`src/rtl/weapons_pkg.sv`:
```
// Shared weapon-control encodings: sequencer states, ship mode and fire-mode codes.
// Pure definitions, no logic.
package weapons_pkg;
   localparam int         N_DEFAULT   = 9;
   localparam logic [3:0] MODE_ATTACK = 4'b0010;
   localparam logic [1:0] FM_SINGLE   = 2'b00;
   localparam logic [1:0] FM_BURST    = 2'b01;
   localparam logic [1:0] FM_AUTO     = 2'b10;

   typedef enum logic [1:0] {
      ST_IDLE,
      ST_FIRE,
      ST_COOL,
      ST_RELOAD
   } state_t;
endpackage

```
`src/rtl/fire_control_sequencer_shot_timer.sv`:
```
// shot_timer: loadable down-counter; done is high during the last counted cycle.
// Load takes effect on the next edge, so a load of K gives K cycles ending with done.
module shot_timer #(
   parameter int N = 9
) (
   input  logic         clk,
   input  logic         rst,
   input  logic         load,
   input  logic [N-1:0] load_val,
   output logic         done
);
   logic [N-1:0] cnt;

   always_ff @(posedge clk or posedge rst) begin
      if (rst) begin
         cnt <= '0;
      end else if (load) begin
         cnt <= load_val;
      end else if (cnt != '0) begin
         cnt <= cnt - 1'b1;
      end
   end

   assign done = (cnt == N'(1));
endmodule

```
`src/rtl/fire_control_sequencer.sv`:
```
// Trigger-to-shot sequencer feeding the ammo counter: fire strobes, latched rate, reload pulses.
// Registered (Moore) outputs; a qualifying trigger sampled at edge n fires in the following cycle.
module fire_control_sequencer
   import weapons_pkg::*;
#(
   parameter int N           = N_DEFAULT,
   parameter int COOL_CYCLES = 4,
   parameter int BURST_LEN   = 3,
   parameter int LOAD_CYCLES = 2
) (
   input  logic         clk,
   input  logic         rst,
   input  logic         trigger,
   input  logic [3:0]   mode_sel,
   input  logic [1:0]   fire_mode,
   input  logic [N-1:0] shot_size,
   input  logic [N-1:0] ammo_level,
   input  logic         reload_req,
   input  logic [N-1:0] reload_amt,
   output logic         fire,
   output logic [N-1:0] fire_rate,
   output logic         load,
   output logic [N-1:0] ammo_out,
   output logic         busy,
   output logic         error
);
   state_t       state, state_nxt;
   logic         trig_q, armed;
   logic [N-1:0] burst_cnt;
   logic         trig_edge, ok, req, is_burst, is_auto;
   logic         fire_start, reload_start, burst_dec, err_set;
   logic         cool_done, load_done;

   // armed blocks an edge from a trigger that was already held when reset released
   assign trig_edge = trigger & ~trig_q & armed;
   assign ok        = (mode_sel == MODE_ATTACK) && (shot_size != '0) && (ammo_level >= shot_size);
   assign is_burst  = (fire_mode == FM_BURST);
   assign is_auto   = (fire_mode == FM_AUTO);
   assign req       = is_auto ? trigger : trig_edge;

   shot_timer #(.N(N)) u_cool_tmr (
      .clk      (clk),
      .rst      (rst),
      .load     (state == ST_FIRE),
      .load_val (N'(COOL_CYCLES)),
      .done     (cool_done)
   );

   shot_timer #(.N(N)) u_load_tmr (
      .clk      (clk),
      .rst      (rst),
      .load     (reload_start),
      .load_val (N'(LOAD_CYCLES)),
      .done     (load_done)
   );

   always_comb begin
      state_nxt    = state;
      fire_start   = 1'b0;
      reload_start = 1'b0;
      burst_dec    = 1'b0;
      err_set      = 1'b0;
      case (state)
         ST_IDLE: begin
            if (reload_req) begin
               state_nxt    = ST_RELOAD;
               reload_start = 1'b1;
            end else if (req && ok) begin
               state_nxt  = ST_FIRE;
               fire_start = 1'b1;
            end else if (req) begin
               err_set = 1'b1;
            end
         end
         ST_FIRE: state_nxt = ST_COOL;
         ST_COOL: begin
            if (cool_done) begin
               if (is_burst && (burst_cnt != '0) && ok) begin
                  state_nxt = ST_FIRE;
                  burst_dec = 1'b1;
               end else if (is_auto && trigger && ok) begin
                  state_nxt = ST_FIRE;
               end else begin
                  state_nxt = ST_IDLE;
               end
            end
         end
         ST_RELOAD: if (load_done) state_nxt = ST_IDLE;
         default:   state_nxt = ST_IDLE;
      endcase
   end

   always_ff @(posedge clk or posedge rst) begin
      if (rst) begin
         state <= ST_IDLE;
      end else begin
         state <= state_nxt;
      end
   end

   // Rate is captured only when a sequence starts, never between burst/auto shots
   always_ff @(posedge clk or posedge rst) begin
      if (rst) begin
         fire      <= 1'b0;
         load      <= 1'b0;
         busy      <= 1'b0;
         error     <= 1'b0;
         fire_rate <= '0;
         ammo_out  <= '0;
         burst_cnt <= '0;
         trig_q    <= 1'b0;
         armed     <= 1'b0;
      end else begin
         fire   <= (state_nxt == ST_FIRE);
         load   <= (state_nxt == ST_RELOAD);
         busy   <= (state_nxt != ST_IDLE);
         trig_q <= trigger;
         armed  <= armed | ~trigger;
         if (reload_start) ammo_out <= reload_amt;
         if (fire_start) begin
            fire_rate <= shot_size;
            burst_cnt <= is_burst ? N'(BURST_LEN - 1) : '0;
         end else if (burst_dec) begin
            burst_cnt <= burst_cnt - 1'b1;
         end
         if (err_set) error <= 1'b1;
         else if (!trigger) error <= 1'b0;
      end
   end
endmodule

```
`config.mk`:
```
export PLATFORM = sky130hd
export DESIGN_NAME = fire_control_sequencer
export DESIGN_NICKNAME = d
export VERILOG_FILES = /design/src/rtl/weapons_pkg.sv /design/src/rtl/fire_control_sequencer_shot_timer.sv /design/src/rtl/fire_control_sequencer.sv
export SDC_FILE = /design/constraint.sdc
export NUM_CORES = 1
export LEC_CHECK = 0
export CORE_UTILIZATION = 47
export CTS_CLUSTER_DIAMETER = 100
export CTS_CLUSTER_SIZE = 30
export DETAILED_ROUTE_END_ITERATION = 8
export PLACE_DENSITY = 0.75
export REMOVE_ABC_BUFFERS = 1
export SETUP_SLACK_MARGIN = 0.05
export SLEW_MARGIN = 25
export SYNTH_ARGS = -nofsm -noshare
export SYNTH_HDL_FRONTEND = slang
export SYNTH_SLANG_ARGS = --single-unit
```
`constraint.sdc`:
```
create_clock -name clk -period 5.35 [get_ports clk]
set_input_delay 1.07 -clock clk [delete_from_list [all_inputs] [get_ports clk]]
set_output_delay 1.07 -clock clk [all_outputs]
set_load 0.1 [all_outputs]
```
Word level (Yosys, flattened, before mapping):

Index checks and enable logic that the tools add are counted.

* flip-flop bits (word level): 53
* bits of input ports: 37
* output and inout port bits: 22
* word-level logic and storage cells: 77

* $add $sub $neg: 3
* magnitude comparators: 1
* eq/ne operators: 11
* mux-type cells: 29
* bitwise logic cells: 5
* reductions and logical operators: 16

Operators with widths (number)
* 2-to-1 mux 9 bit: 6
* nonzero test 9 bit: 4
* subtractor 9 x 1 -> 9 bit (second input constant): 3
* == test 9 x 1 -> 1 bit (second input constant): 2
* 2-to-1 mux 1 bit: 17
* 2-to-1 mux 2 bit: 5
* greater-or-equal comparator 9 bit: 1
* == test 2 bit (second input constant): 4
* case mux 2 bit (4 select lines): 1
* nonzero test 2 bit: 4
* logical AND 1 bit: 7
* == test 2 x 1 -> 1 bit (second input constant): 3
* == test 4 x 2 -> 1 bit (second input constant): 1
* bitwise AND 1 bit: 2
* logical NOT 2 bit: 1
* != test 2 x 1 -> 1 bit (second input constant): 1
* inverter 1 bit: 2
* bitwise OR 1 bit: 1

Longest topological paths before layout:

* depth after elaboration: 9
* gate-level depth with buffers: 9
* mapped depth without buffers: 8

By module:

From an unflattened synthesis, not the netlist that was laid out.

* cell total of the unflattened synthesis: 314
* area total of the unflattened synthesis: 3193.1 µm²

Modules (own cells, without submodules)
* fire_control_sequencer: instances 1, cells each 176, area an instance 1994.4 µm², seq. area each 875.8 µm²
* shot_timer: instances 2, cells each 69, area an instance 599.3 µm², seq. area each 225.2 µm²

Worst setup path after synthesis:

No wires, ideal clock.

* kind: input to register
* from: input mode_sel[0]
* to: register burst_cnt[1]
* library setup time: 0.079 ns
* arrival time: 3.020 ns
* data required time: 5.271 ns
* slack: 2.251 ns
* cell stages on the path: 7
* path buffers: 1
* cells stage by stage: or4b_1 > a31o_1 > buf_6 > or4_4 > nor4_4 > mux2_1 > mux2i_1

* word-level cells in the longest chain between the ends: 8
* elaborated cells between the ends (all ways): 13
* classes of those cells: eq/ne (1); mux (7); reduce/logical (5)

Ends and longest elaborated chain
* start, declared: line fire_control_sequencer.sv:14 `input logic [3:0] mode_sel,`
* == test 4 x 2 -> 1 bit *: line fire_control_sequencer.sv:36 `assign ok = (mode_sel == MODE_ATTACK) && (shot_size != '0) && (ammo_level >= shot_size);`
* logical AND 1 bit * (2 in a row): line fire_control_sequencer.sv:36
* logical AND 1 bit (on tied branches): line fire_control_sequencer.sv:68, fire_control_sequencer.sv:78
* 2-to-1 mux 1 bit (on tied branches): line fire_control_sequencer.sv:68, fire_control_sequencer.sv:78
* 2-to-1 mux 1 bit (on tied branches): line fire_control_sequencer.sv:65, fire_control_sequencer.sv:77
* 2-to-1 mux 1 bit: line fire_control_sequencer.sv:63 `case (state)`
* 2-to-1 mux 9 bit / nonzero test 2 bit (equally long branches)
* end signal, assigned: line fire_control_sequencer.sv:122 `burst_cnt <= is_burst ? N'(BURST_LEN - 1) : '0;`
* end signal, assigned: line fire_control_sequencer.sv:124 `burst_cnt <= burst_cnt - 1'b1;`
* end, declared: line fire_control_sequencer.sv:29 `logic [N-1:0] burst_cnt;`

Mark *: on every way between the ends. The rest lies on a longest branch, timed or not.
A chain may end at the register's enable or synchronous reset.

Final worst setup path:

* from: input shot_size[1]
* to: register fire_rate[3]

* word-level cells in the longest chain between the ends: 7
* elaborated cells between the ends (all ways): 8
* classes of those cells: order compare (1); mux (3); reduce/logical (4)

Ends and longest elaborated chain
* start, declared: line fire_control_sequencer.sv:16 `input logic [N-1:0] shot_size,`
* branches (longest 2 deep; another with greater-or-equal comparator 9 bit)
* logical AND 1 bit *: line fire_control_sequencer.sv:36
* logical AND 1 bit *: line fire_control_sequencer.sv:68 `end else if (req && ok) begin`
* 2-to-1 mux 1 bit *: line fire_control_sequencer.sv:68
* 2-to-1 mux 1 bit *: line fire_control_sequencer.sv:65 `if (reload_req) begin`
* 2-to-1 mux 1 bit *: line fire_control_sequencer.sv:63
* end signal, assigned: line fire_control_sequencer.sv:121 `fire_rate <= shot_size;`
* end, declared: line fire_control_sequencer.sv:21 `output logic [N-1:0] fire_rate,`

Every way passes the cells marked *.

==> impl_results.md <==
- GR Layer Usage met3: 3.448%
- Max-cap violation count: 0
- DR vias/cell: approximately 5.2
- Final Power: between 700 and 800 µW
- Crit path required time: roughly 5.5 ns
- Area grow syn2layout: 26.51%
- Area share of the largest cell type after synthesis: around 48%
- Synth Area per Inst: between 9 and 10 µm²
- Outcome: finished, final reports clean
- Hold-critical path endpoint: armed$_DFF_PP0_
- Slowest CP cell: or3_1
- Most Crowded Layer GR: met2
- Footprint of the multi-input gates: 1313 µm²
- Critical Path AT: 3.66 ns
- Core box area: between 5000 and 6000 µm²
- Antenna Cells: 0
- Global placement routability congestion: about 0.81
- Slowest stage delay, CP: slightly above 0.5 ns
- Final worst path period share: 64.84%
- Layout cells sized above 1: ~8.3%
- Met2 usage: 31.83%
- Number of post-CTS setup repair buffers: 0
- Reg2reg setup slack: roughly 2.8 ns
- Hold buffer count at CTS: 0
- Post-route DRC violation count: 0
- RSZ-0062 raised after global routing: false
- Routed vias: 2,187
- Global Route Usage Sum: 19.51%
- Initial Util: roughly half
- Most used DFF post-synth: dfrtp_1
- Mux contribution to synthesized area: 4.418%
- Combinational family with the most area after synthesis: simple AND/OR/NAND/NOR gates
- Worst hold path depth: 2
- Grt met1 use: between 20% and 30%
- Io pins: 59
- Relative slew margins: ~34%
- Dpl hpwl: 4.206 mm
- Die Wd: 78.84 µm
- Register area: 1326 µm²
- HP Start: armed$_DFF_PP0_
- Fraction of registers with async set/reset: 100.0%
- Global route overflow: 0
- Crit. End Element: flip-flop
- Hold WC Path Type: reg2reg
- Post-synthesis register bit count: 53
- H-tree depth: 2
- Top delay family on crit path: compound AO/OA/AOI/OAI gates
- Worst VDD drop: about 160 µV
- Post-layout nets: ~400
- Library cells used by synthesis: between 40 and 50
- Post-CTS Resized: 0
- R2R depth: 8
- Port bufs: between 50 and 60
- Initial antenna violation count: 0
- Cell taking the most area after synthesis: dfrtp_1
- CTS max path bufs: 2
- Max Slew Vio Count: 0
- Row count: 27
- Vias in the first global route: slightly above 2,000
- Synth warnings: 0
- Worst-Margin Slew: 0.9892 ns
- CTS buffer count: 5
- Synth Area in Simple Gates: around a quarter
- Commonest cells after routing, fill and taps aside: clkdlybuf4s50_1, dfrtp_1, nand2_1, nor2_1, inv_1
- XOR/XNOR share of the synthesized area: 5.050%
- P_leak: between 1.5 and 2 nW
- First-pass GRT wire length: around 9.4 mm
- Compound-Gate Fraction of Synth Area: approximately 7.3%
- Die H: around 80 µm
- Clk Tree Root Cell: clkbuf_8
- # fillers: roughly 480
- Final worst path period need: approximately 3.5 ns
- Number of synthesized flops with an enable pin: 0
- Die area: around 6200 µm²
- Sequential share of the synthesized area: a little under half
- Fin Setup TNS: 0 ns
- Synth top area cells: dfrtp_1, ha_1, nand2_1
- Final wirelength: 5.538 mm
- Setup-failing EPs final: 0
- Clk_skew: between 0.006 and 0.007 ns
- Worst path bufs/invs: 2
- Cell Chain, Critical Path: clkdlybuf4s50_1, inv_1, ha_1, nand2b_1, a211oi_1, o31ai_1, a21o_2, or3_1, mux2_2
- Worst r2r src: u_cool_tmr.cnt[1]$_DFFE_PP0P_
- FF-to-FF End: burst_cnt[6]$_DFFE_PP0P_
- Most common cell after layout, fill and taps aside: clkdlybuf4s50_1
- 1st-iter DRT viols: about 110
- WS Path Type: in2reg
- Pin count of the biggest net entering global routing: 54
- CTS tree: yes
- Clock latency at the later pin of the worst-skew pair: 0.30 ns
- Clock sinks: 53
- Synth Cell Area: 2775 µm²
- CP Max Fanout: 9
- Wire per inst: 13.19 µm
- Power Density: 200.4 nW/µm²
- Cells after Synth: roughly 290
- CTS clk-pin slew, worst paths: ~0.090 ns
- Fmax: 288.3 MHz
- Post-DRT Antenna Nets: 0
- Critical path startpoint category: input port
- Post-synthesis adder-cell area fraction: under 10%
- DR pass1 iterations: 4
- Endpoints failing hold: 0
[sequential cells by signal, summed over array words and instances (netlist names)]
register        cells
busy                1
fire_rate           9
armed               1
u_cool_tmr.cnt      9
load                1
state               2
trig_q              1
burst_cnt           9
error               1
fire                1
u_load_tmr.cnt      9
ammo_out            9
[per-layer routing]
layer	share of wire (%)	wire, µm
met3	3.7	206
met5	0	0
met1	47	2591
met4	0.87	48
met2	49	2691
[power breakdown]
part,switching [mW],total [mW],internal [mW]
sequential,0.0000877,0.401,0.401
combinational,0.0335,0.0685,0.0350
clock,0.129,0.234,0.105
[synthesized netlist by cell type (2+ instances only)]
cell,number
nand4_1,3
inv_1,26
a21oi_1,7
nor4_4,2
o31ai_1,3
nand2b_1,3
nand2_1,44
nand3_1,5
or3_1,4
and3_1,2
dfrtp_1,53
ha_1,14
nor2_1,36
xnor2_1,15
o21ai_0,6
clkbuf_1,5
nor3_1,4
nor4_2,2
or4_1,3
nor3b_1,2
nor4_1,11
a31oi_1,3
a211oi_1,4
mux2_2,9
[how the worst max path moves through the flow]
stage                            start                  endpoint  slack (ns)  cells after the start
final                     shot_size[1]  fire_rate[3]$_DFFE_PP0P_        1.88                      9
after global routing      shot_size[1]  fire_rate[8]$_DFFE_PP0P_        1.66                      9
after CTS                 shot_size[1]  fire_rate[8]$_DFFE_PP0P_        1.85                      9
after detailed placement  shot_size[1]  fire_rate[8]$_DFFE_PP0P_        1.52                      9
after global placement    shot_size[1]  fire_rate[4]$_DFFE_PP0P_        1.57                      9
after floorplan           shot_size[1]  fire_rate[0]$_DFFE_PP0P_        2.26                      8
[worst reg2reg max path: cells and delay by family, from the launching register on]
kind                     cells  cell delay, ns
buffers and inverters        1            0.10
adder cells (fa/ha/maj)      1            0.18
AND/OR/NAND/NOR              5            1.55
flip-flops                   1            0.40
XOR/XNOR                     1            0.17
[cells by family after synthesis]
logic type / count (synthesis)
fa+ha+maj: 14
xor+xnor: 16
buf+inv: 34
compound gates: 31
flops: 53
simple gates: 130
mux: 11
[metrics by stage]
stage / hold slack, ns / utilization (%) / instances / setup WS (ns) / area (µm²)
after floorplan: 0.4213 / - / 281 / 2.261 / 2736
after global placement: 0.4388 / 60.89 / 412 / 1.568 / 3415
after detailed placement: 0.4530 / 60.89 / 412 / 1.522 / 3415
after CTS: 0.4760 / 62.61 / 420 / 1.845 / 3511
after global routing: 0.5044 / 62.61 / 420 / 1.662 / 3511
final: 0.4657 / 62.61 / 420 / 1.881 / 3511
[final cells by class]
type | instances | share of cell area (%)
Inverter | 26 | 2.780
Clock inverter | 2 | 0.3920
Timing Repair Buffer | 59 | 16.75
Clock buffer | 6 | 2.352
Tap cell | 72 | 2.566
Sequential cell | 53 | 37.78
Multi-Input combinational cell | 202 | 37.38
(Power assumes the default switching activity.)
